==> src/rtl/bram_arbiter_if.sv <==
// bram_arbiter_if: request/response bundle for two BRAM clients plus the BRAM port A/B controls.
interface bram_arbiter_if #(
    parameter int ADDR_WIDTH = 10,
    parameter int DATA_WIDTH = 16
);
    logic                  c0_req, c1_req, c0_we, c1_we;
    logic [ADDR_WIDTH-1:0] c0_addr, c1_addr;
    logic [DATA_WIDTH-1:0] c0_wdata, c1_wdata;
    logic                  c0_gnt, c1_gnt, c0_rvalid, c1_rvalid;
    logic [DATA_WIDTH-1:0] c0_rdata, c1_rdata;
    logic                  bram_ena, bram_wea, bram_enb, bram_rstb;
    logic [ADDR_WIDTH-1:0] bram_addra, bram_addrb;
    logic [DATA_WIDTH-1:0] bram_dina, bram_doutb;
    modport slave (
        input  c0_req, c1_req, c0_we, c1_we, c0_addr, c1_addr, c0_wdata, c1_wdata, bram_doutb,
        output c0_gnt, c1_gnt, c0_rvalid, c1_rvalid, c0_rdata, c1_rdata,
        output bram_ena, bram_wea, bram_enb, bram_rstb, bram_addra, bram_addrb, bram_dina
    );
    modport master (
        output c0_req, c1_req, c0_we, c1_we, c0_addr, c1_addr, c0_wdata, c1_wdata, bram_doutb,
        input  c0_gnt, c1_gnt, c0_rvalid, c1_rvalid, c0_rdata, c1_rdata,
        input  bram_ena, bram_wea, bram_enb, bram_rstb, bram_addra, bram_addrb, bram_dina
    );
endinterface

==> src/rtl/bram_arbiter.sv <==
// bram_arbiter: round-robin two-client arbiter for a dual-port BRAM (port A write, port B read).
// Optional BRAM_ARBITER_WFWD_EN forwards same-cycle same-address write data to the read.
module bram_arbiter #(
    parameter int ADDR_WIDTH = 10,
    parameter int DATA_WIDTH = 16
) (
    input logic           clock_12mhz,
    input logic           reset,
    bram_arbiter_if.slave bus
);
    logic                  w_wr0, w_wr1, w_rd0, w_rd1, w_ga0, w_ga1, w_gb0, w_gb1;
    logic                  r_lp_a, r_lp_b, r_ena, r_enb, r_id1, r_rv0, r_rv1;
    logic [ADDR_WIDTH-1:0] r_addra, r_addrb;
    logic [DATA_WIDTH-1:0] r_dina, w_rdata;
    assign w_wr0 = bus.c0_req & bus.c0_we;
    assign w_wr1 = bus.c1_req & bus.c1_we;
    assign w_rd0 = bus.c0_req & ~bus.c0_we;
    assign w_rd1 = bus.c1_req & ~bus.c1_we;
    // Client 0 wins a contended port only when client 1 was granted last.
    assign w_ga0 = w_wr0 & (~w_wr1 | r_lp_a);
    assign w_ga1 = w_wr1 & ~w_ga0;
    assign w_gb0 = w_rd0 & (~w_rd1 | r_lp_b);
    assign w_gb1 = w_rd1 & ~w_gb0;
    assign bus.c0_gnt = ~reset & (w_ga0 | w_gb0);
    assign bus.c1_gnt = ~reset & (w_ga1 | w_gb1);
    always_ff @(posedge clock_12mhz or posedge reset) begin
        if (reset) begin
            r_lp_a  <= 1'b1;
            r_lp_b  <= 1'b1;
            r_ena   <= 1'b0;
            r_enb   <= 1'b0;
            r_id1   <= 1'b0;
            r_rv0   <= 1'b0;
            r_rv1   <= 1'b0;
            r_addra <= '0;
            r_addrb <= '0;
            r_dina  <= '0;
        end else begin
            r_ena <= w_ga0 | w_ga1;
            r_enb <= w_gb0 | w_gb1;
            if (w_ga0 | w_ga1) begin
                r_lp_a  <= w_ga1;
                r_addra <= w_ga1 ? bus.c1_addr : bus.c0_addr;
                r_dina  <= w_ga1 ? bus.c1_wdata : bus.c0_wdata;
            end
            if (w_gb0 | w_gb1) begin
                r_lp_b  <= w_gb1;
                r_addrb <= w_gb1 ? bus.c1_addr : bus.c0_addr;
                r_id1   <= w_gb1;
            end
            r_rv0 <= r_enb & ~r_id1;
            r_rv1 <= r_enb & r_id1;
        end
    end
`ifdef BRAM_ARBITER_WFWD_EN
    logic                  r_fwd;
    logic [DATA_WIDTH-1:0] r_fwd_data;
    always_ff @(posedge clock_12mhz or posedge reset) begin
        if (reset) begin
            r_fwd      <= 1'b0;
            r_fwd_data <= '0;
        end else begin
            r_fwd      <= r_ena & r_enb & (r_addra == r_addrb);
            r_fwd_data <= r_dina;
        end
    end
    assign w_rdata = r_fwd ? r_fwd_data : bus.bram_doutb;
`else
    assign w_rdata = bus.bram_doutb;
`endif
    assign bus.c0_rvalid  = r_rv0;
    assign bus.c1_rvalid  = r_rv1;
    assign bus.c0_rdata   = r_rv0 ? w_rdata : '0;
    assign bus.c1_rdata   = r_rv1 ? w_rdata : '0;
    assign bus.bram_ena   = r_ena;
    assign bus.bram_wea   = r_ena;
    assign bus.bram_addra = r_addra;
    assign bus.bram_dina  = r_dina;
    assign bus.bram_enb   = r_enb;
    assign bus.bram_addrb = r_addrb;
    assign bus.bram_rstb  = reset;
endmodule

==> src/flat_wrapper.sv <==
// flat-port wrapper written by rule: the top's interface ports become plain ports
module bram_arbiter_flat 
#(
    parameter int ADDR_WIDTH = 10,
    parameter int DATA_WIDTH = 16
)
  (clock_12mhz, reset, bus_c0_req, bus_c1_req, bus_c0_we, bus_c1_we, bus_c0_addr, bus_c1_addr, bus_c0_wdata, bus_c1_wdata, bus_bram_doutb, bus_c0_gnt, bus_c1_gnt, bus_c0_rvalid, bus_c1_rvalid, bus_c0_rdata, bus_c1_rdata, bus_bram_ena, bus_bram_wea, bus_bram_enb, bus_bram_rstb, bus_bram_addra, bus_bram_addrb, bus_bram_dina);
  bram_arbiter_if #(.ADDR_WIDTH(ADDR_WIDTH), .DATA_WIDTH(DATA_WIDTH)) bus_i ();
  input logic clock_12mhz;
  input logic reset;
  input wire logic [$bits(bus_i.c0_req)-1:0] bus_c0_req;
  input wire logic [$bits(bus_i.c1_req)-1:0] bus_c1_req;
  input wire logic [$bits(bus_i.c0_we)-1:0] bus_c0_we;
  input wire logic [$bits(bus_i.c1_we)-1:0] bus_c1_we;
  input wire logic [$bits(bus_i.c0_addr)-1:0] bus_c0_addr;
  input wire logic [$bits(bus_i.c1_addr)-1:0] bus_c1_addr;
  input wire logic [$bits(bus_i.c0_wdata)-1:0] bus_c0_wdata;
  input wire logic [$bits(bus_i.c1_wdata)-1:0] bus_c1_wdata;
  input wire logic [$bits(bus_i.bram_doutb)-1:0] bus_bram_doutb;
  output wire logic [$bits(bus_i.c0_gnt)-1:0] bus_c0_gnt;
  output wire logic [$bits(bus_i.c1_gnt)-1:0] bus_c1_gnt;
  output wire logic [$bits(bus_i.c0_rvalid)-1:0] bus_c0_rvalid;
  output wire logic [$bits(bus_i.c1_rvalid)-1:0] bus_c1_rvalid;
  output wire logic [$bits(bus_i.c0_rdata)-1:0] bus_c0_rdata;
  output wire logic [$bits(bus_i.c1_rdata)-1:0] bus_c1_rdata;
  output wire logic [$bits(bus_i.bram_ena)-1:0] bus_bram_ena;
  output wire logic [$bits(bus_i.bram_wea)-1:0] bus_bram_wea;
  output wire logic [$bits(bus_i.bram_enb)-1:0] bus_bram_enb;
  output wire logic [$bits(bus_i.bram_rstb)-1:0] bus_bram_rstb;
  output wire logic [$bits(bus_i.bram_addra)-1:0] bus_bram_addra;
  output wire logic [$bits(bus_i.bram_addrb)-1:0] bus_bram_addrb;
  output wire logic [$bits(bus_i.bram_dina)-1:0] bus_bram_dina;
  assign bus_i.c0_req = bus_c0_req;
  assign bus_i.c1_req = bus_c1_req;
  assign bus_i.c0_we = bus_c0_we;
  assign bus_i.c1_we = bus_c1_we;
  assign bus_i.c0_addr = bus_c0_addr;
  assign bus_i.c1_addr = bus_c1_addr;
  assign bus_i.c0_wdata = bus_c0_wdata;
  assign bus_i.c1_wdata = bus_c1_wdata;
  assign bus_i.bram_doutb = bus_bram_doutb;
  assign bus_c0_gnt = bus_i.c0_gnt;
  assign bus_c1_gnt = bus_i.c1_gnt;
  assign bus_c0_rvalid = bus_i.c0_rvalid;
  assign bus_c1_rvalid = bus_i.c1_rvalid;
  assign bus_c0_rdata = bus_i.c0_rdata;
  assign bus_c1_rdata = bus_i.c1_rdata;
  assign bus_bram_ena = bus_i.bram_ena;
  assign bus_bram_wea = bus_i.bram_wea;
  assign bus_bram_enb = bus_i.bram_enb;
  assign bus_bram_rstb = bus_i.bram_rstb;
  assign bus_bram_addra = bus_i.bram_addra;
  assign bus_bram_addrb = bus_i.bram_addrb;
  assign bus_bram_dina = bus_i.bram_dina;
  bram_arbiter #(.ADDR_WIDTH(ADDR_WIDTH), .DATA_WIDTH(DATA_WIDTH)) u_core (.clock_12mhz(clock_12mhz), .reset(reset), .bus(bus_i));
endmodule
==> config.mk <==
export PLATFORM = sky130hd
export DESIGN_NAME = bram_arbiter_flat
export DESIGN_NICKNAME = d
export VERILOG_FILES = /design/src/rtl/bram_arbiter_if.sv /design/src/rtl/bram_arbiter.sv /design/src/flat_wrapper.sv
export SDC_FILE = /design/constraint.sdc
export NUM_CORES = 1
export LEC_CHECK = 0
export CAP_MARGIN = 20
export CORE_ASPECT_RATIO = 1.1
export CORE_MARGIN = 5
export CORE_UTILIZATION = 35
export CTS_BUF_LIST = sky130_fd_sc_hd__clkbuf_16
export CTS_CLUSTER_DIAMETER = 100
export DETAILED_ROUTE_END_ITERATION = 8
export PLACE_DENSITY = 0.85
export SETUP_SLACK_MARGIN = 0.02
export SYNTH_ARGS = -nofsm -noshare
export SYNTH_HDL_FRONTEND = slang
export SYNTH_SLANG_ARGS = --single-unit
export TNS_END_PERCENT = 50
==> constraint.sdc <==
create_clock -name clock_12mhz -period 2.7 [get_ports clock_12mhz]
set_clock_uncertainty 0.05 [all_clocks]
set_input_delay 0.54 -clock clock_12mhz [delete_from_list [all_inputs] [get_ports clock_12mhz]]
set_output_delay 0.54 -clock clock_12mhz [all_outputs]
set_load 0.02 [all_outputs]
# == Word level (Yosys, flattened, before mapping) ==
# Index checks and enable logic that the tools add are counted.
# word_totals
regBits,43
elab_cells,41
# op_classes
mux,5
n_bitwise,26
# op_table
cell,n
$mux W16,3
$mux W10,2
$and A1 B1 Y1,12
$not A1 Y1,8
$or A1 B1 Y1,6

# == Longest topological paths before layout ==
# logic_depth
depth_word,9
ltp_mapped,4
ltp_nobuf,3

# == Least setup slack after synthesis ==
# Ideal clock, no wire load.
# synth_timing
kind,input to output
from,input port reset
to,output port bus_c0_gnt
t_arrival_ns,1.806
setup_slack_ns,0.304
stages,2
path_cell_list,inv_1 > o21a_1
# synth_via
elab_chain_cells,2
# synth_lines
item,line_no,rtl
start: declaration,flat_wrapper.sv:10,input logic reset;
$not A1 Y1,bram_arbiter.sv:24,assign bus.c0_gnt = ~reset & (w_ga0 | w_gb0);
$and A1 B1 Y1,bram_arbiter.sv:24,
end: declaration,flat_wrapper.sv:20,output wire logic [$bits(bus_i.c0_gnt)-1:0] bus_c0_gnt;
# No other way between the ends.

# == Worst setup path after layout ==
# layout_timing
from,input port bus_c1_we
to,output port bus_c1_gnt
# layout_via
elab_chain_cells,9
elab_cells_between_ends,15
# layout_lines
item,line_no,rtl
start: declaration,flat_wrapper.sv:14,input wire logic [$bits(bus_i.c1_we)-1:0] bus_c1_we;
$not A1 Y1,bram_arbiter.sv:18,assign w_rd1 = bus.c1_req & ~bus.c1_we;
$and A1 B1 Y1,bram_arbiter.sv:18,
$not A1 Y1,bram_arbiter.sv:22,assign w_gb0 = w_rd0 & (~w_rd1 | r_lp_b);
$or A1 B1 Y1,bram_arbiter.sv:22,
$and A1 B1 Y1,bram_arbiter.sv:22,
$not A1 Y1,bram_arbiter.sv:23,assign w_gb1 = w_rd1 & ~w_gb0;
$and A1 B1 Y1,bram_arbiter.sv:23,
$or A1 B1 Y1 (*),bram_arbiter.sv:25,assign bus.c1_gnt = ~reset & (w_ga1 | w_gb1);
$and A1 B1 Y1 (*),bram_arbiter.sv:25,
end: declaration,flat_wrapper.sv:21,output wire logic [$bits(bus_i.c1_gnt)-1:0] bus_c1_gnt;
# Mark *: on every way between the ends. The rest lies on a longest branch, timed or not.

==> out/results.ini <==
[floorplanning]
coreArea_sq_mm=0.00581
row_count=29
start_util_pct=36.1
die_w_um=83.8
fp.dieH_um=91.2
ios=150
die-area_sq_mm=0.00765

[yosys]
netlist_area_sq_mm=0.00210
ys_seq_area_share_pct=51.4
yosysWarnings=0
ys_ff_latch=43
syn_inst=184
avgSynthCellArea_sq_um=11.4
ys_types=25
syn-num-nets=258

[placement]
io_buffers=149
dp_hpwl_um=5750
place.gp.congestion=0.801
placed_area_sq_mm=0.00373
dp_slack_ns=-0.104

[sta]
fin_ws_ns=0.154
finalCritPeriodShare_pct=94.3
rsz0062_at_grt=no
hold_violations=0
fin_crit_ns=2.55
worst_pin_slew_ns=0.376
finalSetupViolCount=0
max_freq_mhz=393
drv_slew=0
relSlewSlack_pct=74.9

[clock_network]
cts_tree=done
cts_buffers=5
htreeDepth=2
cts_setup_buffers=0
clk_pin_slew_worst_paths_ns=0.06
numClockSinks=43
clk_path_buf_depth=2
cts_resized=2
clk_latency_ns=0.27
cts_hold_buf=0
cts-root-buf=clkbuf_16

[finish]
n_antenna_cell=0
stdcell_area_sq_mm=0.00389
utilization_pct=67.1
drive_gt1_share_pct=9.04
area_growth_pct=85.6
fin_nets=416
regArea_sq_mm=0.00108
num-fill-cells=475
multi_input_area_sq_um=936

[detailed_routing]
drtIter0Drc=98
wl_per_cell_um=17.2
viasPerCell=5.14
first_pass_iters=4
dr_total_vias=2159
drt-total-wl_um=7210
drc=0
drtAntennaViolNets=0

[setup_path]
critPathKind=in2out
crit_arrival_ns=1.96
r2r.worst_path.cells=4
reg2reg_to=u_core.bus.bram_addra[8]
crit_fanout=4
crit_required_ns=2.11
rrSetupSlack_ns=1.16
cp-start-kind=primary input
cp-end-kind=output port
reg2reg_from=u_core.r_lp_a

[power]
ir_worst_vdd_mv=0.356
p_leak_nw=1.61
p_total_mw=2.21
power.density_mw_per_mm2=567

[global_route]
antenna_found_initial=0
grt_usage_pct=18.3
grt_pass1_wl_um=11400
grt_pass1_vias=2320
grt_max_degree=27
grt-ovfl-total=0

[status]
outcome=completed

[hold_path]
min_from=u_core.r_id1
worstHoldEndpoint=u_core.bus.c0_rvalid
hold-path-cell-count=1
min-delay-path-class=reg2reg

[flow_run]
drv_cap=0

## synthesized netlist by cell type, drive strengths merged
| master | instances | area [sq um] |
|---|---|---|
| a21boi | 2 | 15.0 |
| or2 | 1 | 6.26 |
| o21a | 2 | 15.0 |
| nor2b | 2 | 15.0 |
| dfrtp | 41 | 1030 |
| a31oi | 1 | 12.5 |
| a221o | 36 | 360 |
| inv | 3 | 11.3 |
| clkbuf | 4 | 15.0 |
| o21ai | 2 | 10.0 |
| nand2 | 3 | 11.3 |
| a21o | 1 | 7.51 |
| dfstp | 2 | 52.6 |
| and2 | 59 | 369 |
| a22oi | 1 | 12.5 |
| nor3b | 10 | 75.1 |
| and2b | 1 | 7.51 |
| buf | 10 | 57.6 |
| and3b | 1 | 8.76 |
| nor2 | 2 | 10.0 |
## layout by cell type (no fill, tap or decap)
cell type          n
a21boi_1           2
a21o_1             1
a221o_1           36
a22oi_2            1
a31oi_2            1
and2_0            26
and2_1            33
and2b_1            1
and3b_1            1
buf_4             16
bufinv_16          1
clkbuf_16          5
clkdlybuf4s50_1  147
clkinv_1           1
clkinv_2           1
dfrtp_1           41
dfstp_2            2
dlygate4sd2_1      2
inv_1              1
inv_2              2
nand2_1            3
nor2_1             1
nor2_2             1
nor2b_1            1
nor2b_2            1
nor3b_1           10
o21a_1             2
o21ai_1            2
or2_1              1
## power breakdown
part | leakage [nW] | internal (mW) | total (mW) | switching, mW
registers | 0.525 | 0.741 | 0.799 | 0.0580
clock network | 0.0812 | 0.431 | 0.655 | 0.224
logic | 1.00 | 0.414 | 0.754 | 0.340
total | 1.61 | 1.59 | 2.21 | 0.622
## kinds of logic after synthesis
group / count (synthesis) / synth area share [%]
AND/OR/NAND/NOR: 79 / 24.0
AO/OA/AOI/OAI: 45 / 20.6
flip-flops: 43 / 51.4
buffers and inverters: 17 / 3.99
## critical path: stages
cell,delay (ns)
clkdlybuf4s50_1,0.44
and2b_1,0.27
a21boi_1,0.23
o21a_1,0.14
dlygate4sd2_1,0.33
## layer usage
layer / vias up / GRT usage, % / share of wire, %
met4: 0 / 8.71 / 3.8
li1: 991 / - / -
met3: 22 / 3.89 / 7.4
met1: 1022 / 19.3 / 37
met2: 124 / 34.4 / 52
met5: - / 0 / 0
## cell type report
class / instances / share of cell area [%]
Clock inverter: 3 / 0.996
Inverter: 3 / 0.289
Timing Repair Buffer: 165 / 41.3
Tap cell: 77 / 2.47
Multi-Input combinational cell: 124 / 24.0
Sequential cell: 43 / 27.7
Clock buffer: 5 / 3.21
## worst max-delay path by stage
stage          cells past startpoint        from          to
2_1_floorplan                      2       reset  bus_c0_gnt
3_3_place_gp                       5  bus_c0_req  bus_c0_gnt
3_5_place_dp                       5   bus_c1_we  bus_c1_gnt
4_1_cts                            5   bus_c1_we  bus_c1_gnt
5_1_grt                            5   bus_c1_we  bus_c1_gnt
6_report                           5   bus_c1_we  bus_c1_gnt
## state kept, by name, summed over array words and instances (netlist names)
name / flops
u_core.bus.bram_addra: 10
u_core.bus.c1_rvalid: 1
u_core.bus.c0_rvalid: 1
u_core.r_id1: 1
u_core.bus.bram_addrb: 10
u_core.r_lp_a: 1
u_core.bus.bram_enb: 1
u_core.bus.bram_dina: 16
u_core.r_lp_b: 1
u_core.bus.bram_ena: 1
## metrics by stage
stage / hold WS, ns / TNS [ns] / instances
final: 0.410 / 0 / 420
after global routing: 0.447 / 0 / 420
after CTS: 0.415 / 0 / 420
after detailed placement: 0.404 / -0.179 / 412
after global placement: 0.387 / -0.0611 / 412
after floorplan: 0.367 / 0 / 184
(Power assumes the default switching activity.)
